--- src/rtl/mips_datapath_fetch_queue_pkg.sv ---
// Shared types and helpers for the instruction fetch queue (Mips/Datapath/Fetch).
// Optional feature macro: MIPS_DATAPATH_FETCH_QUEUE_BYPASS_EN.
package mips_datapath_fetch_queue_pkg;

  localparam int unsigned FQ_DEPTH  = 4;
  localparam int unsigned FQ_ADDR_W = 32;
  localparam int unsigned FQ_DATA_W = 32;

  // Pointers carry one extra wrap bit so that full and empty are distinguishable.
  function automatic int unsigned fq_ptr_w(input int unsigned depth);
    return $clog2(depth) + 1;
  endfunction

  localparam int unsigned FQ_PTR_W = fq_ptr_w(FQ_DEPTH);

  typedef struct packed {
    logic [FQ_ADDR_W-1:0] addr;
    logic [FQ_DATA_W-1:0] instr;
  } fq_entry_t;

  typedef struct packed {
    logic                 valid;
    logic [FQ_ADDR_W-1:0] addr;
  } fq_req_t;

  typedef struct packed {
    logic                 valid;
    logic [FQ_DATA_W-1:0] data;
  } fq_rsp_t;

  typedef struct packed {
    logic                 valid;
    logic [FQ_ADDR_W-1:0] addr;
    logic [FQ_DATA_W-1:0] instr;
  } fq_out_t;

endpackage

--- src/rtl/mips_datapath_fetch_ring.sv ---
// Fetch-queue storage: addr written at tail, instr written at fill, both read at head.
module mips_datapath_fetch_ring
  import mips_datapath_fetch_queue_pkg::*;
#(
  parameter int unsigned DEPTH  = FQ_DEPTH,
  parameter int unsigned ADDR_W = FQ_ADDR_W,
  parameter int unsigned DATA_W = FQ_DATA_W
) (
  input  logic                       clk,
  input  logic                       addr_we,
  input  logic [$clog2(DEPTH)-1:0]   addr_idx,
  input  logic [ADDR_W-1:0]          addr_wdata,
  input  logic                       instr_we,
  input  logic [$clog2(DEPTH)-1:0]   instr_idx,
  input  logic [DATA_W-1:0]          instr_wdata,
  input  logic [$clog2(DEPTH)-1:0]   rd_idx,
  output logic [ADDR_W-1:0]          rd_addr,
  output logic [DATA_W-1:0]          rd_instr
);

  logic [ADDR_W-1:0] addr_mem  [DEPTH];
  logic [DATA_W-1:0] instr_mem [DEPTH];

  always_ff @(posedge clk) begin
    if (addr_we)  addr_mem[addr_idx]   <= addr_wdata;
    if (instr_we) instr_mem[instr_idx] <= instr_wdata;
  end

  always_comb begin
    rd_addr  = addr_mem[rd_idx];
    rd_instr = instr_mem[rd_idx];
  end

endmodule

--- src/rtl/mips_datapath_fetch_queue.sv ---
// Instruction fetch queue between PC datapath and decode; flush drops in-flight responses.
// Optional MIPS_DATAPATH_FETCH_QUEUE_BYPASS_EN: zero-latency response-to-output when empty.
module mips_datapath_fetch_queue
  import mips_datapath_fetch_queue_pkg::*;
#(
  parameter int unsigned DEPTH  = FQ_DEPTH,
  parameter int unsigned ADDR_W = FQ_ADDR_W,
  parameter int unsigned DATA_W = FQ_DATA_W
) (
  input  logic                     clk,
  input  logic                     rst,
  input  logic [ADDR_W-1:0]        pcAddr,
  output logic                     pcStep,
  input  logic                     flush,
  output logic                     reqValid,
  input  logic                     reqReady,
  output logic [ADDR_W-1:0]        reqAddr,
  input  logic                     rspValid,
  input  logic [DATA_W-1:0]        rspData,
  output logic                     outValid,
  input  logic                     outReady,
  output logic [DATA_W-1:0]        outInstr,
  output logic [ADDR_W-1:0]        outAddr,
  output logic [$clog2(DEPTH):0]   level
);

  localparam int unsigned PW = fq_ptr_w(DEPTH);
  localparam int unsigned IW = PW - 1;
  localparam logic [PW-1:0] PTR_ONE = PW'(1);
  localparam logic [PW-1:0] DEPTH_P = PW'(DEPTH);

  logic [PW-1:0]     tail_q, tail_d, fill_q, fill_d, head_q, head_d, drop_q, drop_d;
  logic [ADDR_W-1:0] head_addr;
  logic [DATA_W-1:0] head_instr;
  logic              req_fire, rsp_live, rsp_fill, out_fire, have_entry, bypass;

  always_comb begin
    level      = (tail_q - head_q) + drop_q;
    reqValid   = !flush && (level < DEPTH_P);
    reqAddr    = pcAddr;
    req_fire   = reqValid && reqReady;
    pcStep     = req_fire;
    // A response with nothing outstanding and nothing to drop is a protocol error.
    rsp_live   = rspValid && ((drop_q != '0) || (tail_q != fill_q));
    rsp_fill   = rsp_live && (drop_q == '0) && !flush;
    have_entry = (head_q != fill_q);
`ifdef MIPS_DATAPATH_FETCH_QUEUE_BYPASS_EN
    bypass     = !have_entry && rsp_fill;
`else
    bypass     = 1'b0;
`endif
    outValid   = !flush && (have_entry || bypass);
    outInstr   = !outValid ? '0 : (have_entry ? head_instr : rspData);
    // During bypass head == fill, so the head read port already holds entry[fill].addr.
    outAddr    = outValid ? head_addr : '0;
    out_fire   = outValid && outReady;

    tail_d = tail_q;
    fill_d = fill_q;
    head_d = head_q;
    drop_d = drop_q;
    if (flush) begin
      head_d = tail_q;
      fill_d = tail_q;
      drop_d = drop_q + (tail_q - fill_q) - (rsp_live ? PTR_ONE : '0);
    end else begin
      if (req_fire)                   tail_d = tail_q + PTR_ONE;
      if (rsp_live && drop_q != '0)   drop_d = drop_q - PTR_ONE;
      if (rsp_fill)                   fill_d = fill_q + PTR_ONE;
      if (out_fire)                   head_d = head_q + PTR_ONE;
    end
  end

  always_ff @(posedge clk or posedge rst) begin
    if (rst) begin
      tail_q <= '0;
      fill_q <= '0;
      head_q <= '0;
      drop_q <= '0;
    end else begin
      tail_q <= tail_d;
      fill_q <= fill_d;
      head_q <= head_d;
      drop_q <= drop_d;
    end
  end

  mips_datapath_fetch_ring #(
    .DEPTH  (DEPTH),
    .ADDR_W (ADDR_W),
    .DATA_W (DATA_W)
  ) u_ring (
    .clk         (clk),
    .addr_we     (req_fire),
    .addr_idx    (tail_q[IW-1:0]),
    .addr_wdata  (pcAddr),
    .instr_we    (rsp_fill),
    .instr_idx   (fill_q[IW-1:0]),
    .instr_wdata (rspData),
    .rd_idx      (head_q[IW-1:0]),
    .rd_addr     (head_addr),
    .rd_instr    (head_instr)
  );

endmodule
--- config.mk ---
export PLATFORM = sky130hd
export DESIGN_NAME = mips_datapath_fetch_queue
export DESIGN_NICKNAME = d
export VERILOG_FILES = /design/src/rtl/mips_datapath_fetch_queue_pkg.sv /design/src/rtl/mips_datapath_fetch_ring.sv /design/src/rtl/mips_datapath_fetch_queue.sv
export SDC_FILE = /design/constraint.sdc
export NUM_CORES = 1
export LEC_CHECK = 0
export ABC_AREA = 0
export BUFFER_PORTS_ARGS = -buffer_cell sky130_fd_sc_hd__buf_2
export CAP_MARGIN = 5
export CORE_MARGIN = 1.5
export CORE_UTILIZATION = 60
export CTS_CLUSTER_DIAMETER = 30
export CTS_CLUSTER_SIZE = 30
export DETAILED_ROUTE_END_ITERATION = 10
export PLACE_DENSITY_LB_ADDON = 0.05
export SLEW_MARGIN = 40
export SYNTH_ARGS = -nofsm -noshare
export SYNTH_HDL_FRONTEND = slang
export SYNTH_SLANG_ARGS = --single-unit
export TNS_END_PERCENT = 10
--- constraint.sdc ---
create_clock -name clk -period 7.1 [get_ports clk]
set_clock_uncertainty 0.1 [all_clocks]
set_input_delay 1.775 -clock clk [delete_from_list [all_inputs] [get_ports clk]]
set_output_delay 1.775 -clock clk [all_outputs]
set_load 0.005 [all_outputs]
==> metrics, run 1 <==
status=finished, final reports clean; endpoint type of the worst setup path=output pin; max incr delay on CP=0.44 ns; Synth Area in XOR/XNOR=0.0198; CTS sink count=268; setup total negative slack=0 ns; Port Buf Inserts=171; Worst EP required=5.22 ns; crit path cell chain=buf_2, clkinv_1, o31ai_4, clkbuf_8, buf_4, and2b_1, buf_2; largest family of logic cells by synthesized area=multiplexers; synthesized area=11,100 sq um; Final Critical Period=5.76 ns; Slew headroom=0.613; pin count of the biggest net entering global routing=49; Post-synth EDFFs=256; post-route insts no fill=984; row count=49; Syn Nets=635; TritonCTS clock tree=yes; crit share post-route=0.811; die area=19,300 sq um; Buf+Inv Stages, Crit Path=5; Initial Utilization=0.614; asr flop ratio synth=0.0448; leading area contributor after synthesis=edfxtp_1; Synth Warn #=0; register area=8000 sq um; DR iter-0 viols=202; Area growth syn-to-layout=22.4%; Leakage=5.02 nW; Antenna Nets Post-Route=0; endpoints failing setup=0; max-slew violations=0; final wirelength=20.1 mm; multi-input logic area=2720 sq um; first-pass GRT wire length=31.6 mm; Synth Area in Simple Gates=0.0519; DR WL/cell=20.4 um; CP top delay family=buffers and inverters; initial antenna violation count=1; max cap viols=0; GPL Wtd Cong=0.798; Place WS=1.34 ns; syn_area_per_cell=20.3 sq um; Fillers=1,057; dpl cells=898; endpoints failing hold=0; Worst Tran Pin Value=0.581 ns; crit path launch type=input pin; fraction of the mapped netlist area in adder cells=0.0267; vias per std cell=5.55; via count=5,458; WS Path Type=input pin to output pin; Core Box Area=18,000 sq um; Clock Power Share=0.353; sequential share of power=0.346; Final nets=808; fmax=174 MHz; Yosys reg bits=268; Post CTS Setup Buffer Count=0; drt drc=0; VDD IR max=0.325 mV; die width=139 um; Sw Share=0.283; Gate Count Post-Synth=545; most frequent CP cell=buf_2; # hold bufs at CTS=0; number of global-route vias before repair=5,891; power density over the cells=451 nW/um^2; clock transition at the registers of the reported paths=0.05 ns; latest clock arrival within the worst-skew pair=0.51 ns; post-synthesis mux area share=0.135; GRT overflow=0; post-CTS sizing=0; overall routing resource usage=0.215; Die Ht=139 um; ys flop type=edfxtp_1; boundary pin count=172; Worst Path Max Fanout=48; distinct cell type count after synthesis=38; clock buffer depth=3; CTS H-tree depth=2; layout cell share with drive strength beyond 1=0.436; CTS buffer count=45; Hold Path Class=register to register; complex-gate fraction of the synthesized area=0.00859; RSZ-0062 raised after global routing=no; P_int=4.38 mW; Area contributors post-synth=edfxtp_1 69%, mux4_2 13%, dfrtp_1 2.7%; sequential-to-total area share from yosys stat=0.721; CTS Root Cell=clkbuf_16; Detailed Place HPWL=11.6 mm; P_sw=1.73 mW; top cell type's share of synthesized area=0.694; setup ws final=1.34 ns; drt pass-1 iters=5; CP max-delay cell=buf_4; crit path DAT=3.88 ns; logic gate share of total power=0.300
## cell families after synthesis
kind of cell / after synthesis
mux: 69
fa+ha+maj: 20
xor+xnor: 19
buf+inv: 72
simple gates: 84
flops: 268
compound gates: 13
## routing by layer
metal / track usage / routed length (um) / vias to the layer above
met5: 0 / 0 / -
met4: 0.0762 / 329 / 0
met3: 0.0383 / 1140 / 25
met2: 0.359 / 10400 / 190
met1: 0.289 / 8200 / 2777
li1: - / - / 2466
## final timing paths
check                                           start                     to  slack [ns]  depth (start not counted)
worst max-delay path                            flush             outAddr[8]        1.34                          7
worst min-delay path            drop_q[2]$_DFFE_PP0P_  drop_q[2]$_DFFE_PP0P_        0.44                          1
worst max register to register  drop_q[1]$_DFFE_PP0P_  drop_q[2]$_DFFE_PP0P_        3.55                         14
worst min register to register  drop_q[2]$_DFFE_PP0P_  drop_q[2]$_DFFE_PP0P_        0.44                          1
max in group asynchronous                         rst  head_q[1]$_DFFE_PP0P_        5.35                          2
min in group asynchronous                         rst  fill_q[1]$_DFFE_PP0P_        1.18                          2
## worst reg2reg max path, cell delays in order, from the launching register on
cell and delay, ns:
dfrtp_1 0.39, inv_1 0.11, ha_1 0.21, nand2b_1 0.16, o21ai_0 0.13, fa_1 0.49, inv_1 0.05, fa_1 0.47
inv_1 0.04, ha_1 0.19, fa_1 0.45, xor2_1 0.17, xnor2_1 0.13, o22ai_1 0.22, xor2_1 0.16
## power groups by stage
| stage | combinational [mW] | clock, mW | sequential [mW] |
|---|---|---|---|
| detailed placement | 1.79 | 0 | 2.19 |
| global placement | 1.75 | 0 | 2.18 |
| finish | 1.83 | 2.16 | 2.12 |
| CTS | 1.81 | 2.19 | 2.17 |
| global route | 2.03 | 2.26 | 2.14 |
| floorplan | 1.35 | 0 | 2.06 |
## layout by cell type (no fill, tap or decap), types with 4 or more instances in the layout
master        n
and2b_1      20
buf_2       171
buf_4         8
bufinv_16     7
clkbuf_1      7
clkbuf_16    46
clkinv_1      9
clkinv_2      5
clkinvlp_4    4
dfrtp_1      10
edfxtp_1    256
fa_1          6
ha_1         14
inv_1        16
mux2i_1       4
mux4_2       64
nor2b_1      44
nor3b_2       4
xnor2_1       9
xor2_1        7
## synth_stat cells, types with 2 or more instances
master and instances:
a221oi_1 2, and2_2 3, and2b_1 20, buf_2 8, buf_4 34, clkbuf_1 13, dfrtp_1 12, edfxtp_1 256
fa_1 6, ha_1 14, inv_1 16, mux2i_1 4, mux4_2 64, nand2_1 3, nor2_1 3, nor2b_1 44
nor3_1 2, nor3b_1 4, o21ai_0 2, o31ai_1 2, xnor2_1 9, xnor2_4 2, xor2_1 7
## final cells by class
| cell class | count | share of cell area |
|---|---|---|
| timing repair buffer | 181 | 0.0700 |
| multi-input combinational | 205 | 0.200 |
| inverter | 17 | 0.00471 |
| clock inverter | 28 | 0.0249 |
| clock buffer | 55 | 0.0889 |
| tap | 229 | 0.0211 |
| sequential | 268 | 0.590 |
| antenna | 1 | 0.000185 |
## metrics by stage
stage	area (sq um)	util	hold WS, ns	total power, mW
floorplan	11100	-	0.377	3.41
global route	13600	0.752	0.494	6.43
CTS	13500	0.750	0.450	6.16
finish	13600	0.752	0.444	6.11
global placement	12000	0.664	0.455	3.93
detailed placement	12000	0.665	0.446	3.99
## sequential cells by signal (all words and copies together), names as in the netlist
| name | cells |
|---|---|
| u_ring.addr_mem | 128 |
| u_ring.instr_mem | 128 |
| drop_q | 3 |
| fill_q | 3 |
| head_q | 3 |
| tail_q | 3 |
Power figures use the tool's default switching activity.
==> run 2, diff against run 1 <==
--- a/config.mk
+++ b/config.mk
@@ -9,7 +9,7 @@
 export BUFFER_PORTS_ARGS = -buffer_cell sky130_fd_sc_hd__buf_2
 export CAP_MARGIN = 5
 export CORE_MARGIN = 1.5
-export CORE_UTILIZATION = 60
+export CORE_UTILIZATION = 51
 export CTS_CLUSTER_DIAMETER = 30
 export CTS_CLUSTER_SIZE = 30
 export DETAILED_ROUTE_END_ITERATION = 10
==> constraint.sdc (replaced) <==
create_clock -name clk -period 4.79 [get_ports clk]
set_clock_uncertainty 0.1 [all_clocks]
set_input_delay 1.1975 -clock clk [delete_from_list [all_inputs] [get_ports clk]]
set_output_delay 1.1975 -clock clk [all_outputs]
set_load 0.005 [all_outputs]
==> run 2 against run 1 <==
Effect of this change: power grew 52%; clock power up 56%; die area is 17% higher; via count up 1.0%; largest power group unchanged; register-to-register slack got worse by 2.5 ns; routed wire length rose by 5.6%; critical path type is now register to output pin; highest routed layer is now met5; first-iteration DRC count is 60% higher; utilization decreased by 10 points; sequential share of layout area is 0.93 points lower; combinational power increased by 55%; non-clock buffer count grew 6; cell count up 6.1%.
==> metrics, run 2 (synthesis gave the netlist of run 1 again) <==
status=finished, final reports clean; first-pass GRT wire length=32.5 mm; Sw Share=0.294; number of global-route vias before repair=5,975; Buf+Inv Stages, Crit Path=2; endpoints failing hold=0; Antenna Nets Post-Route=0; Slew headroom=0.502; worst hold stages=1; DR iter-0 viols=324; design area=13,800 sq um; initial antenna violation count=1; CP top delay family=adder cells; most frequent cells in the layout=256 x edfxtp_1, 171 x buf_2, 64 x mux4_2, 49 x clkbuf_16, 44 x nor2b_1; crit path DAT=3.09 ns; area post-placement=12,100 sq um; setup total negative slack=0 ns; final wirelength=21.2 mm; Area growth syn-to-layout=24.4%; fmax=228 MHz; row count=53; die width=150 um; DR WL/cell=20.3 um; post-CTS sizing=0; vias per std cell=5.28; CTS H-tree depth=2; boundary pin count=172; die area=22,600 sq um; R2R depth=8; Leakage=5.12 nW; Die Ht=150 um; CTS sink count=268; RSZ-0062 raised after global routing=no; P_int=6.57 mW; Worst R2R Setup Slack=1.06 ns; Worst Tran Pin Value=0.748 ns; overall routing resource usage=0.195; clock buffer depth=3; sequential share of power=0.332; Initial Utilization=0.524; Worst Path Max Fanout=6; Crit path depth=7; GPL Wtd Cong=0.783; Worst EP required=3.49 ns; endpoints failing setup=0; GRT overflow=0; pin count of the biggest net entering global routing=67; power density over the cells=675 nW/um^2; max cap viols=0; P_sw=2.73 mW; Detailed Place HPWL=12.6 mm; post-route insts no fill=1,044; latest clock arrival within the worst-skew pair=0.54 ns; Final Critical Period=4.39 ns; Port Buf Inserts=171; endpoint type of the worst setup path=output pin; CTS buffer count=49; drt drc=0; max incr delay on CP=0.55 ns; via count=5,514; VDD IR max=0.423 mV; max-slew violations=0; most common cell after layout, fill and taps aside=edfxtp_1; Largest regs=u_ring.addr_mem: 128 flops, u_ring.instr_mem: 128 flops; TritonCTS clock tree=yes; Core Box Area=21,200 sq um; crit share post-route=0.916; crit path launch type=register; Final nets=818; Clock Power Share=0.363; Post CTS Setup Buffer Count=0; crit path cell chain=inv_1, fa_1, fa_1, xnor2_4, xnor2_4, nor3b_4, buf_2; Hold Path Class=register to register; n_diodes=0; logic gate share of total power=0.305; dpl cells=952; WS Path Type=register to output pin; # hold bufs at CTS=0; clock transition at the registers of the reported paths=0.04 ns; drt pass-1 iters=4; CP max-delay cell=fa_1; CTS Root Cell=clkbuf_16; layout cell share with drive strength beyond 1=0.455
run 2: per-stage QoR:
| step | hold slack, ns | setup slack (ns) | utilization | total power, mW |
|---|---|---|---|---|
| after floorplan | 0.377 | 0.204 | - | 5.05 |
| after CTS | 0.442 | 0.342 | 0.651 | 9.45 |
| after detailed placement | 0.433 | 0.806 | 0.572 | 6.02 |
| after global routing | 0.464 | 0.245 | 0.651 | 9.80 |
| after global placement | 0.436 | 0.911 | 0.572 | 5.94 |
| final | 0.452 | 0.402 | 0.651 | 9.30 |
run 2: area by class of cell:
| cell class | count | area, sq um |
|---|---|---|
| Clock inverter | 37 | 418 |
| Timing Repair Buffer | 187 | 992 |
| Fill cell | 1466 | 7380 |
| Inverter | 17 | 63.8 |
| Sequential cell | 268 | 8000 |
| Clock buffer | 55 | 1250 |
| Tap cell | 275 | 344 |
| Multi-Input combinational cell | 205 | 2710 |
run 2: per-layer routing:
metal  global-route usage  routed length (um)  vias to the layer above
li1                     -                   -                     2501
met1                0.255                9010                     2803
met2                0.317               10400                      174
met3               0.0539                1440                       34
met4               0.0711                 387                        2
met5                    0                   9                        -
run 2: path summary, 6_finish.rpt:
kind                                                   end                  start
min reg2reg                          drop_q[2]$_DFFE_PP0P_  drop_q[2]$_DFFE_PP0P_
max reg2reg                u_ring.addr_mem[2][0]$_DFFE_PP_  tail_q[1]$_DFFE_PP0P_
min                                  drop_q[2]$_DFFE_PP0P_  drop_q[2]$_DFFE_PP0P_
max in group asynchronous            head_q[0]$_DFFE_PP0P_                    rst
max                                                 pcStep  tail_q[1]$_DFFE_PP0P_
min in group asynchronous            fill_q[1]$_DFFE_PP0P_                    rst
run 2: power groups by stage:
stage / Combinational, mW / Sequential (mW) / Clock [mW]
5_1_grt: 3.12 / 3.12 / 3.56
6_report: 2.84 / 3.09 / 3.38
3_3_place_gp: 2.82 / 3.12 / 0
3_5_place_dp: 2.89 / 3.14 / 0
2_1_floorplan: 2.00 / 3.05 / 0
4_1_cts: 2.91 / 3.09 / 3.45
==> run 3, diff against run 2 <==
--- a/config.mk
+++ b/config.mk
@@ -13,6 +13,7 @@
 export CTS_CLUSTER_DIAMETER = 30
 export CTS_CLUSTER_SIZE = 30
 export DETAILED_ROUTE_END_ITERATION = 10
+export MAX_ROUTING_LAYER = met4
 export PLACE_DENSITY_LB_ADDON = 0.05
 export SLEW_MARGIN = 40
 export SYNTH_ARGS = -nofsm -noshare
==> run 3 against run 2 <==
Effect of this change: setup slack hardly changed; largest power group unchanged; largest cell class unchanged; utilization is essentially flat; critical path depth rose by 2; power barely moved.
==> metrics, run 3 (synthesis gave the netlist of run 1 again) <==
WS Path Type=register to output pin; CP max-delay cell=dfrtp_4; endpoints failing hold=0; CTS buffer count=49; Port Buf Inserts=171; row count=53; WHS=0.455 ns; Worst Path Max Fanout=18; Fillers=1,465; post-route insts no fill=1,045; most frequent cells in the layout=256 x edfxtp_1, 171 x buf_2, 64 x mux4_2, 49 x clkbuf_16, 44 x nor2b_1; Post CTS Setup Buffer Count=0; logic gate share of total power=0.304; sequential share of power=0.332; vias per std cell=5.28; post-CTS sizing=0; Antenna Nets Post-Route=0; dpl cells=952; status=finished, final reports clean; max incr delay on CP=0.63 ns; clock buffer depth=3; crit path launch type=register; RSZ-0062 raised after global routing=no; CP top delay family=adder cells; layout cell share with drive strength beyond 1=0.455; Initial Utilization=0.524; # hold bufs at CTS=0; DR WL/cell=20.3 um; VDD IR max=0.423 mV; crit share post-route=0.916; Crit path depth=9; power density over the cells=675 nW/um^2; first-pass GRT wire length=32.5 mm; Clock Power Share=0.364; crit path DAT=3.09 ns; Buf+Inv Stages, Crit Path=3; TritonCTS clock tree=yes; Sw Share=0.293; setup total negative slack=0 ns; CTS H-tree depth=2; endpoints failing setup=0; Core Box Area=21,200 sq um; latest clock arrival within the worst-skew pair=0.54 ns; Final Critical Period=4.39 ns; Hold Path Class=register to register; GRT overflow=0; drt pass-1 iters=4; P_int=6.57 mW; Largest regs=u_ring.addr_mem: 128 flops, u_ring.instr_mem: 128 flops; pin count of the biggest net entering global routing=67; GPL Wtd Cong=0.794; die area=22,600 sq um; Detailed Place HPWL=12.6 mm; crit path cell chain=ha_1, inv_1, ha_1, inv_1, fa_1, xnor2_4, xnor2_4, nor3b_4, buf_2; DR iter-0 viols=350; max cap viols=0; number of global-route vias before repair=5,989; fmax=228 MHz; max-slew violations=0; Area growth syn-to-layout=24.4%; boundary pin count=172; die width=150 um; Worst Tran Pin Value=0.740 ns; Leakage=5.12 nW; CTS sink count=268; Slew headroom=0.507; worst hold stages=1; CTS Root Cell=clkbuf_16; final wirelength=21.2 mm; overall routing resource usage=0.201; clock transition at the registers of the reported paths=0.04 ns; R2R depth=10; Die Ht=150 um; Worst EP required=3.49 ns; drt drc=0; Final nets=818; most common cell after layout, fill and taps aside=edfxtp_1; P_sw=2.73 mW; endpoint type of the worst setup path=output pin; initial antenna violation count=1; via count=5,520
[run 3: worst paths after layout]
kind,from,to,slack [ns]
setup / recovery,head_q[0]$_DFFE_PP0P_,pcStep,0.40
hold / removal,drop_q[2]$_DFFE_PP0P_,drop_q[2]$_DFFE_PP0P_,0.45
setup reg to reg,head_q[0]$_DFFE_PP0P_,u_ring.addr_mem[2][0]$_DFFE_PP_,1.06
hold reg to reg,drop_q[2]$_DFFE_PP0P_,drop_q[2]$_DFFE_PP0P_,0.45
max in group asynchronous,rst,head_q[1]$_DFFE_PP0P_,3.57
min in group asynchronous,rst,fill_q[1]$_DFFE_PP0P_,0.60
[run 3: layout make-up]
class,count,area (sq um),share of cell area
sequential,268,8000,0.580
clock inverter,37,418,0.0303
inverter,17,63.8,0.00463
antenna,1,2.50,0.000182
clock buffer,55,1250,0.0906
multi-input combinational,205,2710,0.197
tap,275,344,0.0250
timing repair buffer,187,992,0.0720
[run 3: per-stage QoR]
step	power [mW]	setup slack (ns)	util	area, sq um
2_1_floorplan	5.05	0.204	-	11100
3_3_place_gp	5.94	0.911	0.572	12100
3_5_place_dp	6.02	0.806	0.572	12100
4_1_cts	9.45	0.342	0.651	13800
5_1_grt	9.80	0.245	0.651	13800
6_report	9.30	0.401	0.651	13800
[run 3: worst reg2reg max path, cell delays in order, from the launching register on]
cell	delay, ns
dfrtp_4	0.63
ha_1	0.35
inv_1	0.05
ha_1	0.12
inv_1	0.05
fa_1	0.51
xnor2_4	0.19
xnor2_4	0.17
nor3b_4	0.31
and2_2	0.64
buf_4	0.31
[run 3: power groups by stage]
stage / registers (mW) / clock network [mW] / logic, mW
2_1_floorplan: 3.05 / 0 / 2.00
3_3_place_gp: 3.12 / 0 / 2.82
3_5_place_dp: 3.14 / 0 / 2.89
4_1_cts: 3.09 / 3.45 / 2.91
5_1_grt: 3.12 / 3.56 / 3.12
6_report: 3.09 / 3.38 / 2.83
[run 3: routing by layer]
layer	vias up	global-route usage	routed length, um	part of all wire
met2	176	0.317	10400	0.49
met4	0	0.0711	395	0.019
met5	-	-	0	0
li1	2502	-	-	-
met3	34	0.0521	1380	0.065
met1	2808	0.255	8990	0.42
